===== src/rtl/core_res_packer.sv =====
// core_res_packer
//   Receive end of the core result path. Each accepted core result is
//   shifted right by SHIFT, clipped to an unsigned PIX_W-bit pixel, and
//   packed little-endian into a PACK_N-lane word. A word closes when its
//   last lane fills or when the sample carries i_last. Closed words go
//   into a FIFO_DEPTH-deep show-ahead FIFO that feeds the output writer.
//
//   Optional build macro: RES_PACK_STATS_EN adds a saturating 16-bit count
//   of clipped samples on o_sat_cnt. Without it, o_sat_cnt is tied to 0.
//
//   Ports
//     clk, rst_n     clock (rising edge), asynchronous active-low reset
//     i_res_vld      result sample valid
//     i_res          core result, unsigned RES_W bits
//     i_last         sample ends a row (only meaningful with i_res_vld)
//     o_res_rdy      packer can take a sample this cycle
//     o_data         packed word, lane 0 in the low PIX_W bits (oldest)
//     o_keep         lane-valid mask
//     o_last         word closes a row
//     o_vld          FIFO head valid
//     i_rdy          downstream accepts the head word
//     o_sat_cnt      saturated-sample count (0 unless RES_PACK_STATS_EN)
module core_res_packer #(
  parameter int RES_W      = 18,
  parameter int PIX_W      = 8,
  parameter int PACK_N     = 8,
  parameter int FIFO_DEPTH = 4,
  parameter int SHIFT      = 0
) (
  input  logic                    clk,
  input  logic                    rst_n,
  input  logic                    i_res_vld,
  input  logic [RES_W-1:0]        i_res,
  input  logic                    i_last,
  output logic                    o_res_rdy,
  output logic [PACK_N*PIX_W-1:0] o_data,
  output logic [PACK_N-1:0]       o_keep,
  output logic                    o_last,
  output logic                    o_vld,
  input  logic                    i_rdy,
  output logic [15:0]             o_sat_cnt
);

  localparam int LANE_W = $clog2(PACK_N);
  localparam int PTR_W  = $clog2(FIFO_DEPTH);
  localparam int CNT_W  = PTR_W + 1;
  localparam int WORD_W = PACK_N * PIX_W;
  localparam logic [RES_W-1:0] PIX_MAX = RES_W'((1 << PIX_W) - 1);

  // True when the shifted result does not fit in a pixel.
  function automatic logic pix_sat(input logic [RES_W-1:0] r);
    logic [RES_W-1:0] s;
    s = r >> SHIFT;
    return (s > PIX_MAX);
  endfunction

  // Shift then clip to the largest pixel value.
  function automatic logic [PIX_W-1:0] pix_clip(input logic [RES_W-1:0] r);
    logic [RES_W-1:0] s;
    s = r >> SHIFT;
    if (s > PIX_MAX) return {PIX_W{1'b1}};
    return s[PIX_W-1:0];
  endfunction

  logic [LANE_W-1:0] lane_cnt_p0;
  logic [WORD_W-1:0] data_p0;
  logic [PACK_N-1:0] keep_p0;
  logic [WORD_W-1:0] data_nxt;
  logic [PACK_N-1:0] keep_nxt;
  logic              acc_p0;
  logic              close_p0;
  logic [PIX_W-1:0]  pix_p0;

  logic [WORD_W-1:0] fifo_data_p1 [FIFO_DEPTH];
  logic [PACK_N-1:0] fifo_keep_p1 [FIFO_DEPTH];
  logic              fifo_last_p1 [FIFO_DEPTH];
  logic [PTR_W-1:0]  wr_ptr_p1;
  logic [PTR_W-1:0]  rd_ptr_p1;
  logic [CNT_W-1:0]  cnt_p1;
  logic              vld_p1;
  logic              pop_p1;

  // ---- Stage p0: accept, clip, and pack into the partial word ----
  // Ready depends only on the registered FIFO occupancy, so a full FIFO
  // never sees a push; a pop reopens the input one cycle later.
  assign o_res_rdy = (cnt_p1 < CNT_W'(FIFO_DEPTH));
  assign acc_p0    = i_res_vld & o_res_rdy;
  assign close_p0  = acc_p0 & ((lane_cnt_p0 == LANE_W'(PACK_N - 1)) | i_last);
  assign pix_p0    = pix_clip(i_res);

  always_comb begin
    data_nxt = data_p0;
    keep_nxt = keep_p0;
    if (acc_p0) begin
      data_nxt[lane_cnt_p0*PIX_W +: PIX_W] = pix_p0;
      keep_nxt[lane_cnt_p0]                = 1'b1;
    end
  end

  always_ff @(posedge clk or negedge rst_n) begin
    if (!rst_n) begin
      lane_cnt_p0 <= '0;
      data_p0     <= '0;
      keep_p0     <= '0;
    end else if (close_p0) begin
      lane_cnt_p0 <= '0;
      data_p0     <= '0;
      keep_p0     <= '0;
    end else if (acc_p0) begin
      lane_cnt_p0 <= lane_cnt_p0 + 1'b1;
      data_p0     <= data_nxt;
      keep_p0     <= keep_nxt;
    end
  end

  // ---- Stage p1: word FIFO, pushed by the closing sample ----
  always_ff @(posedge clk) begin
    if (close_p0) begin
      fifo_data_p1[wr_ptr_p1] <= data_nxt;
      fifo_keep_p1[wr_ptr_p1] <= keep_nxt;
      fifo_last_p1[wr_ptr_p1] <= i_last;
    end
  end

  assign vld_p1 = (cnt_p1 != '0);
  assign pop_p1 = vld_p1 & i_rdy;

  always_ff @(posedge clk or negedge rst_n) begin
    if (!rst_n) begin
      wr_ptr_p1 <= '0;
      rd_ptr_p1 <= '0;
      cnt_p1    <= '0;
    end else begin
      if (close_p0) wr_ptr_p1 <= wr_ptr_p1 + 1'b1;
      if (pop_p1)   rd_ptr_p1 <= rd_ptr_p1 + 1'b1;
      case ({close_p0, pop_p1})
        2'b10:   cnt_p1 <= cnt_p1 + 1'b1;
        2'b01:   cnt_p1 <= cnt_p1 - 1'b1;
        default: cnt_p1 <= cnt_p1;
      endcase
    end
  end

  // Storage is not reset; the head is masked so an empty FIFO shows zeros.
  assign o_vld  = vld_p1;
  assign o_data = vld_p1 ? fifo_data_p1[rd_ptr_p1] : '0;
  assign o_keep = vld_p1 ? fifo_keep_p1[rd_ptr_p1] : '0;
  assign o_last = vld_p1 ? fifo_last_p1[rd_ptr_p1] : 1'b0;

`ifdef RES_PACK_STATS_EN
  logic [15:0] sat_cnt_p0;

  // Sticks at all ones instead of wrapping.
  always_ff @(posedge clk or negedge rst_n) begin
    if (!rst_n) begin
      sat_cnt_p0 <= '0;
    end else if (acc_p0 && pix_sat(i_res) && (sat_cnt_p0 != 16'hFFFF)) begin
      sat_cnt_p0 <= sat_cnt_p0 + 16'd1;
    end
  end

  assign o_sat_cnt = sat_cnt_p0;
`else
  assign o_sat_cnt = 16'h0000;
`endif

endmodule

===== config.mk =====
export PLATFORM = sky130hd
export DESIGN_NAME = core_res_packer
export DESIGN_NICKNAME = d
export VERILOG_FILES = /design/src/rtl/core_res_packer.sv
export SDC_FILE = /design/constraint.sdc
export NUM_CORES = 1
export LEC_CHECK = 0
export ABC_CLOCK_PERIOD_IN_PS = 4300
export CAP_MARGIN = 40
export CORE_AREA = 3 3 169 171
export CTS_CLUSTER_SIZE = 28
export DETAILED_ROUTE_END_ITERATION = 10
export DIE_AREA = 0 0 172 174
export PLACE_DENSITY = 0.78
export SLEW_MARGIN = 20
export SYNTH_ARGS = -nofsm -noshare
export SYNTH_HDL_FRONTEND = slang
export SYNTH_SLANG_ARGS = --single-unit

===== constraint.sdc =====
create_clock -name clk -period 4.3 [get_ports clk]
set_clock_uncertainty 0.1 [all_clocks]
set_input_delay 0.86 -clock clk [delete_from_list [all_inputs] [get_ports clk]]
set_output_delay 0.86 -clock clk [all_outputs]
set_load 0.005 [all_outputs]

# ---- Yosys cells after proc, flatten, opt, wreduce, memory -nomap -nowiden
# Memory sizes are Yosys's and may differ from the RTL's.
# Index checks and enable logic that the tools add are counted.
dict set report classes {
  addsub 6
  multipliers 0
  div_mod_pow 0
  order_cmp 4
  n_eq_ne 3
  shifts 2
  n_mux 20
  n_bitwise 5
  n_reduce_logical 4
}
# cell n
set op_table {}
lappend op_table {{$mux W64} 4}
lappend op_table {{$bwmux W64} 1}
lappend op_table {{$shift A8 B34 Y64 const A} 1}
lappend op_table {{$shiftx A8 B34 Y64} 1}
lappend op_table {{$mux W8} 6}
lappend op_table {{$neg A6 Y34} 1}
lappend op_table {{$gt A18 B8 Y1 const B} 1}
lappend op_table {{$or A8 B8 Y8} 1}
lappend op_table {{$add A3 B1 Y3 const B} 2}
lappend op_table {{$mux W3} 2}
lappend op_table {{$pmux W3 S2} 1}
lappend op_table {{$mux W1} 5}
lappend op_table {{$add A2 B1 Y2 const B} 2}
lappend op_table {{$lt A3 B4 Y1 const B} 1}
lappend op_table {{$reduce_bool A2 Y1} 2}
lappend op_table {{$and A1 B1 Y1} 3}
lappend op_table {{$demux W1 S3} 1}
lappend op_table {{$eq A3 B3 Y1 const B} 1}
lappend op_table {{$ge A3 B1 Y1 const B} 1}
lappend op_table {{$lt A3 B3 Y1 const B} 1}
lappend op_table {{$reduce_bool A3 Y1} 1}
lappend op_table {{$sub A3 B1 Y3 const B} 1}
lappend op_table {{$eq A2 B1 Y1 const B} 1}
lappend op_table {{$eq A2 B2 Y1 const B} 1}
lappend op_table {{other kinds (2)} 2}
dict set report totals {
  reg_bits 82
  latchBits 0
  ramBits 292
  romBits 0
  input_bits 23
  output_inout_bits 91
  wordCells 53
  mem_count 3
}
# memory words word_bits read_ports rd_ports_with_merged_regs wr line
set memory_table {}
lappend memory_table {fifo_data_p1 4 64 1 0 1 74} ;# logic [WORD_W-1:0] fifo_data_p1 [FIFO_DEPTH];
lappend memory_table {fifo_keep_p1 4 8 1 0 1 75} ;# logic [PACK_N-1:0] fifo_keep_p1 [FIFO_DEPTH];
lappend memory_table {fifo_last_p1 4 1 1 0 1 76} ;# logic fifo_last_p1 [FIFO_DEPTH];

# ---- Depth between registers and ports, before layout
dict set report logic_depth {
  word_depth 8
  depth_mapped 12
}

# ---- Worst setup path before layout
# OpenSTA, ideal clock, no wires.
dict set report synth_path {
  path_type {in2reg}
  start {input i_res_vld}
  end {memory fifo_data_p1[0][0] (netlist name), enable pin}
  setup_ns 0.439
  arrival_ns 3.104
  required_time_ns 3.761
  slack_ns 0.657
  stages 4
  path_cell_list {nand2b_1 -> clkbuf_1 -> nor2_2 -> and2_1}
}
dict set report synth_via {
  elab_chain_len 4
}
# element line
set synth_rtl {}
lappend synth_rtl {{from (decl)} 32} ;# input logic i_res_vld,
lappend synth_rtl {{$and A1 B1 Y1} 87} ;# assign acc_p0 = i_res_vld & o_res_rdy;
lappend synth_rtl {{$and A1 B1 Y1} 88} ;# assign close_p0 = acc_p0 & ((lane_cnt_p0 == LANE_W'(PACK_N - 1)) | i_last);
lappend synth_rtl {{$mux W1} 118} ;# if (close_p0) begin
lappend synth_rtl {{$mux W1 (not written as such)} 119} ;# fifo_data_p1[wr_ptr_p1] <= data_nxt;
lappend synth_rtl {{to (decl)} 74}
# No other way between the ends.

# ---- Worst setup path in the final report
dict set report layout_path {
  start {register rd_ptr_p1[0]}
  end {output o_data[9]}
}
dict set report layout_via {
  elab_chain_len 2
}
# element line
set layout_rtl {}
lappend layout_rtl {{from (decl)} 78} ;# logic [PTR_W-1:0] rd_ptr_p1;
lappend layout_rtl {{from (signal assigned)} 135} ;# if (pop_p1) rd_ptr_p1 <= rd_ptr_p1 + 1'b1;
lappend layout_rtl {{$mem_v2 Z4 W64} --}
lappend layout_rtl {{$mux W64} 146} ;# assign o_data = vld_p1 ? fifo_data_p1[rd_ptr_p1] : '0;
lappend layout_rtl {{to (decl)} 36} ;# output logic [PACK_N*PIX_W-1:0] o_data,
# No other way between the ends.

==> reports/summary.json <==
{
  "placement": {
    "post_place_instance_area_mm2": 0.01705,
    "gp_routability_congestion": 0.8745,
    "dp_worst_setup_slack_ns": 0.6942,
    "portBuffers": 97,
    "place.detailed.hpwl_mm": 22.30,
    "placedCellCount": 1365
  },
  "sta": {
    "final.period_utilization_pct": 90.82,
    "setup_viol_count_final": 0,
    "fin_ws_ns": 0.3948,
    "fin_tns_setup_ns": 0,
    "hold_violations": 0,
    "report.final.slew_viol_count": 0,
    "layout_min_cycle_time_ns": 3.905,
    "slew_headroom_pct": 48.23,
    "worst_slew_pin_slew_ns": 0.7765,
    "rsz0062_at_grt": "no",
    "fmax_mhz": 256.1
  },
  "finish": {
    "insertedDiodeCount": 0,
    "final_cell_count_no_fill": 1434,
    "design.final.nets": 1100,
    "mostFrequentLayoutCells": "292 x sky130_fd_sc_hd__edfxtp_1, 96 x sky130_fd_sc_hd__clkdlybuf4s50_1, 86 x sky130_fd_sc_hd__and2_1",
    "final_cell_area_mm2": 0.01829,
    "drive_gt1_share_pct": 18.57,
    "layout_commonest_cell": "sky130_fd_sc_hd__edfxtp_1",
    "area.growth.synth_to_final_pct": 17.22
  },
  "setup_path": {
    "critical_path_peak_fanout": 31,
    "critical_path.startpoint_type": "register",
    "critical-path-max-stage-delay_ns": 0.87,
    "worstSetupPathType": "register to output port",
    "worst_setup_path_end_kind": "output port",
    "timing.critical_path.cells": "buf_4, mux4_2, and2_1, clkdlybuf4s50_1",
    "critical-path-slowest-cell": "sky130_fd_sc_hd__dfrtp_4",
    "critPathRequiredTime_ns": 3.34,
    "data_arrival_time_of_the_critical_path_ns": 2.95
  },
  "synth": {
    "mappedNetlistArea_mm2": 0.01561,
    "ys.flop_type": "sky130_fd_sc_hd__edfxtp_1",
    "syn_avg_cell_area_um2": 16.46,
    "synth_async_sr_flop_share_pct": 21.93,
    "synth.largest_area_cell": "sky130_fd_sc_hd__edfxtp_1",
    "ys_types": 55,
    "edff_count_synth": 292,
    "synthDominantCellAreaShare_pct": 56.19,
    "yosysWarningCount": 0,
    "synth_top_cells_by_area": "sky130_fd_sc_hd__edfxtp_1 56%, sky130_fd_sc_hd__dfrtp_1 13%, sky130_fd_sc_hd__mux4_2 11%",
    "yosys_register_bits": 374,
    "synthCells": 948,
    "yosysSeqAreaShare_pct": 69.33
  },
  "clock_tree": {
    "postCtsSetupRepairBufs": 0,
    "cts_resized": 0,
    "cts.root.buffer_cell": "sky130_fd_sc_hd__clkbuf_16",
    "ctsHtreeMaxLevel": 2,
    "clk_pin_slew_worst_paths_ns": 0.06,
    "quantity_of_hold_fixing_buffers_added_after_cts": 0,
    "clock_insertion_delay_at_the_later_pin_of_the_skew_report_ns": 0.52,
    "clkSinkCount": 374,
    "number_of_buffers_inserted_during_clock_tree_synthesis": 37,
    "cts_tree": "done",
    "cts_buffer_depth": 3
  },
  "drt": {
    "drt_drc_violations_left": 0,
    "drtPass1Iterations": 5,
    "postRouteWirelength_mm": 34.74,
    "drt.antenna.violating_nets": 0,
    "route.detailed.wl_per_inst_um": 24.22,
    "post_drt_via_cell_ratio": 6.209,
    "dr.first_iter.drc_count": 1010,
    "via_count": 8904
  },
  "global_routing": {
    "grt.met1_usage_pct": 32.93,
    "grt_util_met2_pct": 38.62,
    "top_usage_layer": "met2",
    "antenna_found_initial": 0,
    "groute.usage.overall_pct": 23.70,
    "groute.layer.met3.usage_pct": 4.526,
    "grt_pass1_vias": 9245,
    "grt_first_pass_wirelength_mm": 54.00,
    "largest_net_degree_at_the_start_of_global_routing": 60,
    "grt.overflow.total": 0
  },
  "min_path": {
    "type_of_the_worst_min_delay_path": "primary input to asynchronous set/reset pin"
  },
  "die": {
    "die_ar_mm2": 0.02993,
    "core_area_mm2": 0.02703,
    "die_x_um": 172,
    "start_util_pct": 57.75,
    "num_io_pins": 114,
    "vertical_die_dimension_um": 174,
    "placement_rows": 60
  },
  "power": {
    "vdd.ir_drop.worst_v": 0.0004853,
    "power_w": 0.01151,
    "leakagePower_nw": 6.661,
    "cellPowerDensity_mw_per_mm2": 629.1
  },
  "outcome": {
    "outcome": "completed"
  },
  "run": {
    "drv_cap": 0
  }
}
-- final cells by class --
cell class | count | area (µm²)
Inverter | 10 | 37.54
Multi-Input combinational cell | 505 | 4431
Timing Repair Buffer | 136 | 1354
Clock inverter | 19 | 196.4
Tap cell | 341 | 426.7
Fill cell | 1785 | 8732
Sequential cell | 374 | 10830
Clock buffer | 49 | 1023
-- stage by stage --
step | hold slack, ns | util [%]
3_3_place_gp | 0.3662 | 62.98
3_5_place_dp | 0.3719 | 63.10
2_1_floorplan | 0.3507 | -
5_1_grt | 0.1894 | 67.69
4_1_cts | 0.3560 | 67.62
6_report | 0.1641 | 67.69
-- logic make-up (layout without fill, tap and decap cells) --
kind of cell / Yosys count / in the layout / synth area share, %
flip-flops: 374 / 374 / 69.33
AND/OR/NAND/NOR: 260 / 260 / 9.637
AO/OA/AOI/OAI: 131 / 131 / 5.877
buffers and inverters: 84 / 214 / 2.710
multiplexers: 79 / 79 / 10.99
adder cells (fa/ha/maj): 13 / 13 / 1.090
XOR/XNOR: 6 / 6 / 0.3367
other: 1 / 16 / 0.02403
-- report_power, final --
part           total (W)  switching [W]  internal [W]
clock network    0.00322        0.00130       0.00192
logic            0.00369        0.00169       0.00200
registers        0.00460       0.000237       0.00436
-- registers in the layout, summed over array words and instances (netlist names) --
name,count
fifo_last_p1,4
lane_cnt_p0,3
fifo_data_p1,256
fifo_keep_p1,32
rd_ptr_p1,2
cnt_p1,3
keep_p0,8
wr_ptr_p1,2
data_p0,64
-- worst max-delay path, delay by kind of cell, from the launching register on --
kind / cells / cell delay [ns]
simple gates: 1 / 0.18
mux: 1 / 0.58
flops: 1 / 0.87
buf+inv: 2 / 0.77
-- layer usage --
layer,share of wire (%),wire (µm)
met4,2.8,966
met1,40,13760
met3,7.3,2545
met2,50,17470
met5,0,0
-- cell usage after synthesis (3+ instances only) --
| cell type | number |
|---|---|
| sky130_fd_sc_hd__a211oi_1 | 4 |
| sky130_fd_sc_hd__a31o_2 | 3 |
| sky130_fd_sc_hd__ha_1 | 12 |
| sky130_fd_sc_hd__o2bb2ai_1 | 31 |
| sky130_fd_sc_hd__o31ai_1 | 23 |
| sky130_fd_sc_hd__o21ai_1 | 3 |
| sky130_fd_sc_hd__edfxtp_1 | 292 |
| sky130_fd_sc_hd__nand2_1 | 74 |
| sky130_fd_sc_hd__a21o_1 | 7 |
| sky130_fd_sc_hd__o21ai_0 | 26 |
| sky130_fd_sc_hd__dfrtp_1 | 82 |
| sky130_fd_sc_hd__xnor2_1 | 4 |
| sky130_fd_sc_hd__a21oi_1 | 21 |
| sky130_fd_sc_hd__buf_4 | 18 |
| sky130_fd_sc_hd__nand2b_1 | 3 |
| sky130_fd_sc_hd__clkbuf_1 | 30 |
| sky130_fd_sc_hd__or4_4 | 3 |
| sky130_fd_sc_hd__or3_1 | 12 |
| sky130_fd_sc_hd__and2_1 | 90 |
| sky130_fd_sc_hd__buf_2 | 20 |
| sky130_fd_sc_hd__or2_2 | 4 |
| sky130_fd_sc_hd__nand3_1 | 18 |
| sky130_fd_sc_hd__nand4_1 | 4 |
| sky130_fd_sc_hd__inv_1 | 9 |
| sky130_fd_sc_hd__mux4_2 | 73 |
| sky130_fd_sc_hd__nor2_1 | 21 |
| sky130_fd_sc_hd__a2bb2oi_1 | 3 |
| sky130_fd_sc_hd__buf_1 | 4 |
| sky130_fd_sc_hd__nor3_1 | 5 |
| sky130_fd_sc_hd__nor4bb_1 | 3 |
| sky130_fd_sc_hd__mux2_2 | 5 |
| sky130_fd_sc_hd__nor4_4 | 6 |
-- final timing paths --
kind | from | to | slack, ns | depth (start not counted)
min in group clk | data_p0[11]$_DFFE_PN0P_ | data_p0[11]$_DFFE_PN0P_ | 0.39 | 1
setup / recovery | rd_ptr_p1[0]$_DFFE_PN0P_ | o_data[9] | 0.39 | 4
hold reg to reg | data_p0[11]$_DFFE_PN0P_ | data_p0[11]$_DFFE_PN0P_ | 0.39 | 1
max in group asynchronous | rst_n | rd_ptr_p1[1]$_DFFE_PN0P_ | 2.99 | 3
hold / removal | rst_n | data_p0[36]$_DFFE_PN0P_ | 0.16 | 1
setup reg to reg | lane_cnt_p0[0]$_DFFE_PN0P_ | fifo_data_p1[1][59]$_DFFE_PP_ | 0.93 | 6
No activity file was read; power rests on OpenSTA's default activity.
